**src/rtl/pmem_arbiter_pkg.sv**
```systemverilog
// Shared types and helpers for the physical-memory arbiter between the
// instruction and data caches.
package arb_types;

   localparam int unsigned ADDR_WIDTH = 32;
   localparam int unsigned LINE_WIDTH = 256;

   typedef enum logic [1:0] {IDLE, GRANT_A, GRANT_B} arb_state_t;
   typedef enum logic {PORT_A, PORT_B} arb_port_t;

   // Round-robin choice between two requesters; only meaningful when one requests.
   function automatic arb_port_t rr_pick2(input logic a_req, input logic b_req,
                                          input arb_port_t last);
      if (a_req && b_req) begin
         return (last == PORT_A) ? PORT_B : PORT_A;
      end else if (a_req) begin
         return PORT_A;
      end else begin
         return PORT_B;
      end
   endfunction

endpackage

```
**src/rtl/pmem_arbiter.sv**
```systemverilog
// Serialises instruction- and data-cache line misses onto the single pmem port,
// one transaction at a time, with round-robin tie-breaking.
module pmem_arbiter
   import arb_types::*;
#(
   parameter int unsigned ADDR_WIDTH = arb_types::ADDR_WIDTH,
   parameter int unsigned LINE_WIDTH = arb_types::LINE_WIDTH
) (
   input  logic                  clk,
   input  logic                  rst_n,
   input  logic                  a_read,
   input  logic                  a_write,
   input  logic [ADDR_WIDTH-1:0] a_address,
   input  logic [LINE_WIDTH-1:0] a_wdata,
   output logic                  a_resp,
   output logic [LINE_WIDTH-1:0] a_rdata,
   input  logic                  b_read,
   input  logic                  b_write,
   input  logic [ADDR_WIDTH-1:0] b_address,
   input  logic [LINE_WIDTH-1:0] b_wdata,
   output logic                  b_resp,
   output logic [LINE_WIDTH-1:0] b_rdata,
   input  logic                  pmem_resp,
   input  logic [LINE_WIDTH-1:0] pmem_rdata,
   output logic                  pmem_read,
   output logic                  pmem_write,
   output logic [ADDR_WIDTH-1:0] pmem_address,
   output logic [LINE_WIDTH-1:0] pmem_wdata
);

   arb_state_t state_q, state_d;
   arb_port_t  last_q, last_d;

   logic a_req, b_req;

   assign a_req = a_read | a_write;
   assign b_req = b_read | b_write;

   // Read data is broadcast; each port qualifies it with its own resp.
   assign a_rdata = pmem_rdata;
   assign b_rdata = pmem_rdata;

   always_ff @(posedge clk or negedge rst_n) begin
      if (!rst_n) begin
         state_q <= IDLE;
         last_q  <= PORT_B;
      end else begin
         state_q <= state_d;
         last_q  <= last_d;
      end
   end

   always_comb begin
      state_d      = state_q;
      last_d       = last_q;
      pmem_read    = 1'b0;
      pmem_write   = 1'b0;
      pmem_address = '0;
      pmem_wdata   = '0;
      a_resp       = 1'b0;
      b_resp       = 1'b0;
      case (state_q)
         IDLE: begin
            if (a_req || b_req) begin
               state_d = (rr_pick2(a_req, b_req, last_q) == PORT_A) ? GRANT_A : GRANT_B;
            end
         end
         GRANT_A: begin
            // Write wins when both strobes are raised.
            pmem_read    = a_read & ~a_write;
            pmem_write   = a_write;
            pmem_address = a_address;
            pmem_wdata   = a_wdata;
            a_resp       = pmem_resp;
            if (pmem_resp) begin
               last_d  = PORT_A;
               state_d = IDLE;
            end
         end
         GRANT_B: begin
            pmem_read    = b_read & ~b_write;
            pmem_write   = b_write;
            pmem_address = b_address;
            pmem_wdata   = b_wdata;
            b_resp       = pmem_resp;
            if (pmem_resp) begin
               last_d  = PORT_B;
               state_d = IDLE;
            end
         end
         default: state_d = IDLE;
      endcase
   end

endmodule

```
**config.mk**
```make
export PLATFORM = sky130hd
export DESIGN_NAME = pmem_arbiter
export DESIGN_NICKNAME = d
export VERILOG_FILES = /design/src/rtl/pmem_arbiter_pkg.sv /design/src/rtl/pmem_arbiter.sv
export SDC_FILE = /design/constraint.sdc
export NUM_CORES = 1
export LEC_CHECK = 0
export CORE_AREA = 8 8 640 642
export DETAILED_ROUTE_END_ITERATION = 16
export DIE_AREA = 0 0 648 650
export DONT_BUFFER_PORTS = 1
export MAX_ROUTING_LAYER = met4
export PLACE_DENSITY_LB_ADDON = 0.2
export SLEW_MARGIN = 25
export SYNTH_ARGS = -nofsm -noshare
export SYNTH_HDL_FRONTEND = slang
export SYNTH_SLANG_ARGS = --single-unit
```
**constraint.sdc**
```tcl
create_clock -name clk -period 1.8 [get_ports clk]
set_input_delay 0.18 -clock clk [delete_from_list [all_inputs] [get_ports clk]]
set_output_delay 0.18 -clock clk [all_outputs]
set_load 0.02 [all_outputs]
```
-- Word-level counts from Yosys, hierarchy flattened
Index checks and enable logic that the tools add are counted.
- equal/unequal tests: 6
- mux-type cells: 18
- bitwise operators: 6
- reduce and logical (&&, ||, !) cells: 7
- operators by type and width (kind ; number):
    256-bit case mux with 2 select lines ; 1
    32-bit case mux with 2 select lines ; 1
    1-bit two-way mux ; 9
    2-bit two-way mux ; 3
    2-bit != test (second input constant) ; 3
    1-bit case mux with 2 select lines ; 3
    2-bit case mux with 2 select lines ; 1
    3-bit AND reduction ; 1
    1-bit AND ; 2
    2-bit by 1-bit == test with 1-bit output (second input constant) ; 1
    2-bit == test (second input constant) ; 1
    2-bit zero test ; 1
    2-bit by 1-bit != test with 1-bit output (second input constant) ; 1
    1-bit NOT ; 2
    1-bit OR ; 2
    2-bit AND reduction ; 1
    2-bit nonzero test ; 1
    2-bit OR reduction ; 1
    1-bit logical AND ; 1
    1-bit logical OR ; 1
- bits in registers: 3
- input bits: 839
- output and inout bits: 804
- logic and storage cells: 39

-- Depth between registers and ports, before layout
- depth in word-level cells: 8
- depth in mapped cells: 7
- depth with buffers taken out: 5

-- Worst setup path before layout
OpenSTA, ideal clock, no wires.
- path kind: reg2out
- start: register state_q[0]
- end: output pmem_wdata[140]
- arrival: 1521 ps
- data required time: 1620 ps
- path slack: 99 ps
- stages on the path, launching flop included: 7
- buffers on the path: 3
- cells stage by stage: dfrtp_1 > inv_1 > ha_1 > buf_4 > buf_2 > buf_2 > nor2b_1
- longest elaborated chain between the ends: 2
- elaborated cells between the ends (all ways): 3
- classes of those cells: eq/ne: 2; mux: 1
- ends and longest elaborated chain (element ; line ; RTL):
    start: declaration ; pmem_arbiter.sv:31 ; arb_state_t state_q, state_d;
    start signal: assignment ; pmem_arbiter.sv:48 ; state_q <= state_d;
    2-bit == test / 2-bit by 1-bit == test with 1-bit output (equally long branches) ; pmem_arbiter.sv:62 ; case (state_q)
    256-bit case mux with 2 select lines * ; pmem_arbiter.sv:62 ;
    end: declaration ; pmem_arbiter.sv:28 ; output logic [LINE_WIDTH-1:0] pmem_wdata
Every way passes the cells marked *; elsewhere a longest branch is shown, timed or not.

-- Worst setup path after layout
- start: register state_q[1]
- end: output pmem_wdata[157]
Same word-level chain as after synthesis.

==> run metrics <==
Worst-Skew Late Latency=220 ps; Finished Cell Area=17800 um2; GPL Wtd Cong=0.766; DR vias=9367; Max Cap Viol=0; CTS root buf=clkbuf_16; placed insts=6253; Critical Path Source Type=flip-flop; pwr/cell area=1610 nW/um2; Final Util=0.0444; Setup-failing EPs final=291; vias in the first global route=9319; Sw Ratio=0.574; H-tree Lvls=1; crit path to=pmem_wdata[157]; critical path type=flip-flop to primary output; largest net degree at the start of global routing=55; maximum buffer depth of the clock tree=2; final wirelength=266000 um; register bit total from synthesis=3; CTS sink count=3; CORE AREA=400000 um2; # IOs=1643; Non-Filler Instances=6333; Sequential Area=76.3 um2; worst-margin pin slew=503 ps; total grt overflow=0; Starting DRT DRC Count=563; vias per std cell=1.48; combinational share of power=0.983; dpl cell area=16700 um2; CP required=1620 ps; nets=1835; HPWL after DPL=255000 um; worst r2r src=state_q[0]$_DFFE_PN0P_; Final period util=1.19; CTS tree=yes; violated checks=negative setup slack; post-route minimum period=2150 ps; Int Pwr=12.2 mW; Multi-input gate area=5240 um2; P&R area growth vs syn=90.1%; RR Endpoint=state_q[1]$_DFFE_PN0P_; First-pass DRT Iterations=5; Worst Setup SP=state_q[1]$_DFFE_PN0P_; Post-route DRC=0; WP data arrival=1970 ps; initial core utilization=0.0234; P_sw=16.5 mW; Peak VDD IR=0.507 mV; Reg clk slew, reported paths=30 ps; Worst setup EP type=primary output; minimum setup slack in the final design=-347 ps; Yosys Warn Count=0; Global Route Usage Sum=0.122; FF-to-FF setup slack=160 ps; setup TNS=-71330 ps; status=finished with violations; row cnt=233; die footprint=421000 um2; filler cell count=47325; Fin Clk Skew=2.86 ps; layout cells sized above 1=0.678; IO Port Bufs=0; RSZ-0062 raised after global routing=true; fmax=0.466 GHz; Final Hold Vio Count=0; syn_area_per_cell=7.70 um2; Pins Over Slew Limit=0; Clock power frac=0.012; sequential area share after synthesis=0.00816; WL per Instance=42.0 um; antenna violation net count after detailed routing=0; Inserted Clock Buffers=3; Worst R2R Path Depth=6; Seq pwr share=0.005; die height=650 um; CP max FO=13; synth unique cells=21; synthesized area=9350 um2; Die Width=648 um; Cells after Synth=1214; worst min path class=input port to flip-flop; worst rel slew slack=0.664; first-pass GRT wire length=285000 um; initial antenna violation count=167; Lkg Pwr=3.93 nW; Syn Nets=2058
power groups by stage:
stage | registers, mW | logic [mW] | clock network, mW
global placement | 0.126 | 27.3 | 0
floorplan | 0.126 | 12.0 | 0
finish | 0.131 | 28.2 | 0.351
detailed placement | 0.125 | 27.4 | 0
CTS | 0.130 | 28.5 | 0.357
global route | 0.135 | 30.5 | 0.364
sequential cells by signal, summed over array words and instances (netlist names):
name	cells
last_q	1
state_q	2
layout by cell type, fill, tap and decap left out, types with 2 or more instances in the layout:
cell | Yosys | routed
diode_2 | 0 | 56
nor2_1 | 3 | 3
and2_1 | 3 | 3
clkbuf_16 | 0 | 9
nand2_1 | 3 | 3
nor2b_4 | 0 | 2
inv_2 | 0 | 2
nor2b_1 | 291 | 146
nor2b_2 | 0 | 143
buf_12 | 1 | 172
buf_4 | 516 | 138
o32ai_1 | 2 | 2
ha_1 | 5 | 2
buf_16 | 0 | 13
ha_4 | 0 | 3
a21oi_1 | 2 | 2
a22oi_1 | 180 | 151
buf_8 | 12 | 9
a22oi_2 | 109 | 138
dfrtp_1 | 2 | 2
buf_6 | 21 | 40
kinds of logic after synthesis:
| group | Yosys count | share of synthesized area |
|---|---|---|
| flip-flops | 3 | 0.00816 |
| AO/OA/AOI/OAI | 295 | 0.295 |
| AND/OR/NAND/NOR | 301 | 0.200 |
| adder cells (fa/ha/maj) | 5 | 0.00669 |
| buffers and inverters | 610 | 0.490 |
final cells by class:
type                    count  share of cell area
multi-input cells         601               0.295
flip-flops and latches      3             0.00429
clock buffers               4             0.00443
diodes                     56             0.00788
well taps                5287               0.372
repair buffers            380               0.316
inverters                   2            0.000422
synth_stat cells, drive strengths merged:
library cell / n / share of area
buf: 589 / 0.48
nor2b: 291 / 0.19
a22oi: 289 / 0.29
clkbuf: 19 / 0.0076
ha: 5 / 0.0067
and2: 3 / 0.0020
nand2: 3 / 0.0012
nor2: 3 / 0.0012
a21oi: 2 / 0.0011
dfrtp: 2 / 0.0054
inv: 2 / 0.00080
o32ai: 2 / 0.0019
a22o: 1 / 0.00094
dfstp: 1 / 0.0028
nand2b: 1 / 0.00067
o22ai: 1 / 0.00067
routing by layer:
layer,track usage,share of wire,up-vias
met4,0.0188,0.026,0
li1,-,-,3265
met5,-,0,-
met1,0.0864,0.25,4171
met3,0.164,0.29,348
met2,0.185,0.43,1583
through the flow:
step / power, mW / hold WS (ps) / setup slack, ps
floorplan: 12.1 / -116 / 99.2
global placement: 27.5 / -105 / -248
detailed placement: 27.6 / -105 / -222
CTS: 29.0 / 134 / -336
global route: 31.0 / 125 / -391
finish: 28.7 / 122 / -347
worst max-delay path, cell delays in order, from the launching register on:
cell and delay (ps):
dfrtp_1 390, buf_6 130, ha_4 170, buf_12 160, buf_16 170, buf_16 180
a22oi_2 240, nor2b_1 80, buf_4 170
worst min path at each step:
stage | from | slack (ps) | cells after the start | endpoint
after floorplan | rst_n | -120 | 0 | state_q[0]$_DFFE_PN0P_
after global placement | rst_n | -110 | 0 | state_q[0]$_DFFE_PN0P_
after detailed placement | rst_n | -110 | 0 | state_q[1]$_DFFE_PN0P_
after CTS | pmem_resp | 130 | 1 | last_q$_DFFE_PN1P_
after global routing | pmem_resp | 120 | 1 | last_q$_DFFE_PN1P_
final | pmem_resp | 120 | 1 | last_q$_DFFE_PN1P_
repair_timing:
action                     in CTS  in global routing
setup endpoints to repair     291                290
hold buffers                    1                  0
cloned                          3                  7
gates resized for setup        90                 53
setup buffers                   4                  5
hold endpoints to repair        3                  0
pin swaps                      11                 12
Note: power is estimated with default switching activity, not from simulation.
